File: src/rtl/serial_add_ctrl_if.sv
// Handshake and full-adder-cell signal bundle for serial_add_ctrl.
// slave is the controller's view; master is the requester/consumer/cell side.
interface serial_add_ctrl_if #(
    parameter int unsigned WIDTH = 8
);
    logic             in_valid;
    logic             in_ready;
    logic [WIDTH-1:0] a;
    logic [WIDTH-1:0] b;
    logic             carry_in;
    logic             out_valid;
    logic             out_ready;
    logic [WIDTH-1:0] sum;
    logic             carry_out;
    logic             overflow;
    logic             busy;
    logic             fa_a;
    logic             fa_b;
    logic             fa_cin;
    logic             fa_sum;
    logic             fa_cout;

    modport slave (
        input  in_valid, a, b, carry_in, out_ready, fa_sum, fa_cout,
        output in_ready, out_valid, sum, carry_out, overflow, busy,
               fa_a, fa_b, fa_cin
    );

    modport master (
        output in_valid, a, b, carry_in, out_ready, fa_sum, fa_cout,
        input  in_ready, out_valid, sum, carry_out, overflow, busy,
               fa_a, fa_b, fa_cin
    );
endinterface

File: src/rtl/serial_add_ctrl.sv
// Bit-serial WIDTH-bit adder sequencer: feeds one bit per clock (LSB first)
// to an external 1-bit full adder cell and collects sum/carry into a result.
module serial_add_ctrl #(
    parameter int unsigned WIDTH = 8
) (
    input  logic             clk,
    input  logic             rst,
    serial_add_ctrl_if.slave bus
);
    localparam int unsigned CW = (WIDTH > 2) ? $clog2(WIDTH) : 1;
    localparam logic [CW-1:0] LAST = CW'(WIDTH - 1);

    typedef enum logic [1:0] {
        S_IDLE,
        S_RUN,
        S_DONE
    } state_t;

    state_t           r_state;
    state_t           w_next;
    logic [WIDTH-1:0] r_a_sh;
    logic [WIDTH-1:0] r_b_sh;
    logic [WIDTH-1:0] r_sum_sh;
    logic             r_carry;
    logic [CW-1:0]    r_cnt;
    logic [WIDTH-1:0] r_sum;
    logic             r_cout;
    logic             r_ovf;

    logic             w_in_ready;
    logic             w_out_valid;
    logic             w_busy;
    logic             w_fa_a;
    logic             w_fa_b;
    logic             w_fa_cin;
    logic             w_accept;
    logic             w_step;
    logic             w_last;
    logic [WIDTH-1:0] w_sum_shifted;

    assign w_sum_shifted = {bus.fa_sum, r_sum_sh[WIDTH-1:1]};

    always_ff @(posedge clk) begin
        if (rst) begin
            r_state <= S_IDLE;
        end else begin
            r_state <= w_next;
        end
    end

    always_comb begin
        w_next      = r_state;
        w_in_ready  = 1'b0;
        w_out_valid = 1'b0;
        w_busy      = 1'b0;
        w_fa_a      = 1'b0;
        w_fa_b      = 1'b0;
        w_fa_cin    = 1'b0;
        w_accept    = 1'b0;
        w_step      = 1'b0;
        w_last      = 1'b0;
        case (r_state)
            S_IDLE: begin
                w_in_ready = 1'b1;
                if (bus.in_valid) begin
                    w_accept = 1'b1;
                    w_next   = S_RUN;
                end
            end
            S_RUN: begin
                w_busy   = 1'b1;
                w_step   = 1'b1;
                w_fa_a   = r_a_sh[0];
                w_fa_b   = r_b_sh[0];
                w_fa_cin = r_carry;
                if (r_cnt == LAST) begin
                    w_last = 1'b1;
                    w_next = S_DONE;
                end
            end
            S_DONE: begin
                w_busy      = 1'b1;
                w_out_valid = 1'b1;
                if (bus.out_ready) begin
                    w_next = S_IDLE;
                end
            end
            default: begin
                w_next = S_IDLE;
            end
        endcase
    end

    // Operand shifters and partial sum advance only while the cell is in use.
    always_ff @(posedge clk) begin
        if (rst) begin
            r_a_sh   <= '0;
            r_b_sh   <= '0;
            r_sum_sh <= '0;
            r_carry  <= 1'b0;
            r_cnt    <= '0;
        end else if (w_accept) begin
            r_a_sh   <= bus.a;
            r_b_sh   <= bus.b;
            r_sum_sh <= '0;
            r_carry  <= bus.carry_in;
            r_cnt    <= '0;
        end else if (w_step) begin
            r_a_sh   <= r_a_sh >> 1;
            r_b_sh   <= r_b_sh >> 1;
            r_sum_sh <= w_sum_shifted;
            r_carry  <= bus.fa_cout;
            if (!w_last) begin
                r_cnt <= r_cnt + CW'(1);
            end
        end
    end

    // Result registers hold their value through DONE and the following IDLE.
    always_ff @(posedge clk) begin
        if (rst) begin
            r_sum  <= '0;
            r_cout <= 1'b0;
            r_ovf  <= 1'b0;
        end else if (w_last) begin
            r_sum  <= w_sum_shifted;
            r_cout <= bus.fa_cout;
            r_ovf  <= r_carry ^ bus.fa_cout;
        end
    end

    assign bus.in_ready  = w_in_ready;
    assign bus.out_valid = w_out_valid;
    assign bus.busy      = w_busy;
    assign bus.fa_a      = w_fa_a;
    assign bus.fa_b      = w_fa_b;
    assign bus.fa_cin    = w_fa_cin;
    assign bus.sum       = r_sum;
    assign bus.carry_out = r_cout;
    assign bus.overflow  = r_ovf;
endmodule

File: src/flat_wrapper.sv
// flat-port wrapper written by rule: the top's interface ports become plain ports
module serial_add_ctrl_flat 
#(
    parameter int unsigned WIDTH = 8
)
  (clk, rst, bus_in_valid, bus_a, bus_b, bus_carry_in, bus_out_ready, bus_fa_sum, bus_fa_cout, bus_in_ready, bus_out_valid, bus_sum, bus_carry_out, bus_overflow, bus_busy, bus_fa_a, bus_fa_b, bus_fa_cin);
  serial_add_ctrl_if #(.WIDTH(WIDTH)) bus_i ();
  input  logic clk;
  input  logic rst;
  input wire logic [$bits(bus_i.in_valid)-1:0] bus_in_valid;
  input wire logic [$bits(bus_i.a)-1:0] bus_a;
  input wire logic [$bits(bus_i.b)-1:0] bus_b;
  input wire logic [$bits(bus_i.carry_in)-1:0] bus_carry_in;
  input wire logic [$bits(bus_i.out_ready)-1:0] bus_out_ready;
  input wire logic [$bits(bus_i.fa_sum)-1:0] bus_fa_sum;
  input wire logic [$bits(bus_i.fa_cout)-1:0] bus_fa_cout;
  output wire logic [$bits(bus_i.in_ready)-1:0] bus_in_ready;
  output wire logic [$bits(bus_i.out_valid)-1:0] bus_out_valid;
  output wire logic [$bits(bus_i.sum)-1:0] bus_sum;
  output wire logic [$bits(bus_i.carry_out)-1:0] bus_carry_out;
  output wire logic [$bits(bus_i.overflow)-1:0] bus_overflow;
  output wire logic [$bits(bus_i.busy)-1:0] bus_busy;
  output wire logic [$bits(bus_i.fa_a)-1:0] bus_fa_a;
  output wire logic [$bits(bus_i.fa_b)-1:0] bus_fa_b;
  output wire logic [$bits(bus_i.fa_cin)-1:0] bus_fa_cin;
  assign bus_i.in_valid = bus_in_valid;
  assign bus_i.a = bus_a;
  assign bus_i.b = bus_b;
  assign bus_i.carry_in = bus_carry_in;
  assign bus_i.out_ready = bus_out_ready;
  assign bus_i.fa_sum = bus_fa_sum;
  assign bus_i.fa_cout = bus_fa_cout;
  assign bus_in_ready = bus_i.in_ready;
  assign bus_out_valid = bus_i.out_valid;
  assign bus_sum = bus_i.sum;
  assign bus_carry_out = bus_i.carry_out;
  assign bus_overflow = bus_i.overflow;
  assign bus_busy = bus_i.busy;
  assign bus_fa_a = bus_i.fa_a;
  assign bus_fa_b = bus_i.fa_b;
  assign bus_fa_cin = bus_i.fa_cin;
  serial_add_ctrl #(.WIDTH(WIDTH)) u_core (.clk(clk), .rst(rst), .bus(bus_i));
endmodule
File: config.mk
export PLATFORM = sky130hd
export DESIGN_NAME = serial_add_ctrl_flat
export DESIGN_NICKNAME = d
export VERILOG_FILES = /design/src/rtl/serial_add_ctrl_if.sv /design/src/rtl/serial_add_ctrl.sv /design/src/flat_wrapper.sv
export SDC_FILE = /design/constraint.sdc
export NUM_CORES = 1
export LEC_CHECK = 0
export ABC_CLOCK_PERIOD_IN_PS = 2700
export BUFFER_PORTS_ARGS = -buffer_cell sky130_fd_sc_hd__buf_2
export CORE_MARGIN = 4
export CORE_UTILIZATION = 50
export DETAILED_ROUTE_END_ITERATION = 10
export PLACE_DENSITY = 0.75
export SYNTH_ARGS = -nofsm -noshare
export SYNTH_HDL_FRONTEND = slang
export SYNTH_SLANG_ARGS = --single-unit
File: constraint.sdc
create_clock -name clk -period 2.7 [get_ports clk]
set_clock_uncertainty 0.1 [all_clocks]
set_input_delay 0.135 -clock clk [delete_from_list [all_inputs] [get_ports clk]]
set_output_delay 0.135 -clock clk [all_outputs]
set_load 0.01 [all_outputs]
==> results.tsv <==
stage	metric	value	unit
synthesis	Post-synth top cells	dfxtp_1 (39), mux2i_1 (26), nor2_1 (26)	
place	Placement Setup Slack	754.9	ps
synthesis	top post-synthesis cells by area	dfxtp_1 (46%), mux2i_1 (15%), a211oi_1 (7.1%)	
critical_path	worst setup path class	register to output port	
final_layout	Util after Layout	66.83	%
grt	initial antenna violation count	0	
place	I/O Buffers	38	
synthesis	Mapped Area	1692	µm²
clock_tree	Num CTS Buffers	5	
route	DRT iter0 DRCs	51	
route	Wirelength per Cell	13.36	µm
grt	global-route wire length before repair	6354	µm
floorplanning	num rows	20	
timing	Rel. slew slack	63.41	%
place	Final GP Congestion	0.7966	
place	Detail Placement HPWL	2522	µm
synthesis	Primary FF master, synth	dfxtp_1	
floorplanning	Initial Utilization	53.65	%
synthesis	Post-Syn Area per Cell	9.557	µm²
timing	worst hold margin	5.390	ps
synthesis	sequential share of the synthesized area	46.15	%
grt	All-Layer GR Usage	18.92	%
route	DRT Wirelength	3687	µm
clock_tree	CTS Buffer Depth	2	
timing	Final Max Tran Viols	0	
clock_tree	clk_lat worst skew	340	ps
critical_path	CP max stage delay	500	ps
floorplanning	die area	4378	µm²
critical_path	slowest cell on the critical path	ha_1	
route	Post-DRT Antenna Nets	0	
timing	Slew @ Worst Pin	548.8	ps
synthesis	Synth async-reset ratio	0	%
floorplanning	Die Ht	66.17	µm
synthesis	top-count cell post-synth	dfxtp_1	
critical_path	Worst setup EP type	output port	
floorplanning	die width	66.17	µm
final_layout	area added between synthesis and finish	24.56	%
floorplanning	Core Box Area	3153	µm²
route	drt first pass iters	4	
route	vias per inst	5.000	
grt	GR Overflow Total	0	
synthesis	Post-synth EDFFs	0	
grt	vias in the first global route	1459	
synthesis	Syn Nets	207	
timing	final setup vio count	0	
clock_tree	CTS Sinks	39	
synthesis	Synth area leader	dfxtp_1	
route	total number of vias	1380	
critical_path	Buf/Inv on CP	3	
floorplanning	Ports	39	
critical_path	Critical Path AT	2010	ps
clock_tree	H-tree depth	2	
critical_path	CP max FO	20	
final_layout	layout cells sized above 1	21.12	%
clock_tree	CTS tree	yes	
job	Max-cap violations	0	
power_and_ir_drop	P_leak	0.0008770	µW
timing	Period minus WS final	2247	ps
route	drc violations	0	
critical_path	cells along the critical path	inv_1, ha_1, buf_4, and2_1, buf_2	
critical_path	CP top delay family	buffers and inverters	
clock_tree	root buf cell	clkbuf_4	
timing	RSZ-0062 raised after global routing	false	
synthesis	Yosys warning count	0	
clock_tree	# resized after CTS	0	
grt	largest net degree at the start of global routing	33	
critical_path	Worst setup SP type	register	
final_layout	ant diodes	0	
final_layout	Final nets	261	
synthesis	Cells after Synth	177	
critical_path	CP required	2470	ps
timing	Setup Total Neg Slack	0	ps
outcome	status	finished, final reports clean	
synthesis	area share of the largest cell type after synthesis	46.15	%
timing	crit share post-route	83.21	%
hold_path	Tightest Hold Check Type	input pin to register	
timing	final worst slack	453.3	ps
timing	final hold vios	0	
timing	Fmax	0.4451	GHz
clock_tree	clk slew on worst S/H paths	110	ps
power_and_ir_drop	P per Cell Area	743.1	nW/µm²
power_and_ir_drop	VDD IR max	0.5987	mV
synthesis	Unique masters post-synth	22	
synthesis	flops & latches, synth	39	
[cell families after synthesis]
logic type / after synthesis / share of synthesized area (%)
mux: 26 / 15.38
xor+xnor: 2 / 1.036
simple gates: 60 / 15.68
flops: 39 / 46.15
fa+ha+maj: 7 / 5.177
compound gates: 28 / 11.24
buf+inv: 15 / 5.325
[layer usage]
metal  vias up  track usage [%]  routed length (µm)
li1        714                -                   -
met1       627            20.19                1563
met2        34            35.07                1877
met3         5            6.463                 207
met4         0            4.822                  38
met5         -                0                   0
[worst reg2reg max path, stage by stage (launching register included)]
cell and delay (ps):
dfxtp_1 340, inv_1 130, ha_1 500, buf_4 390
mux2i_1 150, a211oi_1 290
[worst paths after layout]
kind / depth (start not counted) / startpoint / slack, ps / endpoint
worst min register to register: 2 / u_core.bus.sum[7] / 360 / u_core.bus.sum[7]
worst max register to register: 5 / u_core.r_state[1] / 710 / u_core.r_b_sh[5]
worst min-delay path: 3 / bus_a[4] / 5 / u_core.r_a_sh[4]
worst max-delay path: 5 / u_core.r_state[1] / 450 / bus_fa_cin
[area by class of cell]
type,count,area [µm²]
fillers,266,1046
flip-flops and latches,39,780.7
well taps,44,55.05
clock buffers,7,45.04
clock inverters,1,5.005
multi-input cells,123,820.8
inverters,4,15.01
repair buffers,58,385.4
[cells in the final DEF, fill, tap and decap left out, drive strengths merged]
master / count
nand2: 20
a21oi: 11
xnor2: 2
nand3: 2
ha: 7
clkinv: 1
mux2i: 26
dlygate4sd3: 18
inv: 4
clkbuf: 7
dfxtp: 39
a211oi: 16
nor2: 26
buf: 40
and2: 4
a221oi: 1
nand2b: 5
nor2b: 1
nand3b: 2
[registers in the layout, indices dropped and copies added, names as in the netlist]
| name | count |
|---|---|
| u_core.bus.sum | 8 |
| u_core.r_a_sh | 8 |
| u_core.r_b_sh | 8 |
| u_core.r_sum_sh | 7 |
| u_core.r_cnt | 3 |
| u_core.r_state | 2 |
| u_core.bus.carry_out | 1 |
| u_core.bus.overflow | 1 |
| u_core.r_carry | 1 |
[stage by stage]
| stage | total power (µW) | instance area, µm² | cells |
|---|---|---|---|
| final | 1566 | 2107 | 276 |
| after global routing | 1667 | 2107 | 276 |
| after floorplan | 1184 | 1692 | 177 |
| after CTS | 1572 | 2107 | 276 |
| after global placement | 1235 | 1877 | 250 |
| after detailed placement | 1273 | 1877 | 250 |
[repair_timing]
action / 4_1_cts / 5_1_grt
hold endpoints to repair: 17 / 0
hold buffers: 18 / 0
buffers inserted: 0 / 0
[where the power goes]
part,total [µW],leakage (µW),switching (µW),internal (µW)
Clock,278,0.0000293,176,102
Combinational,558,0.000529,295,262
Sequential,730,0.000318,60.9,669
No activity file was read; power rests on OpenSTA's default activity.
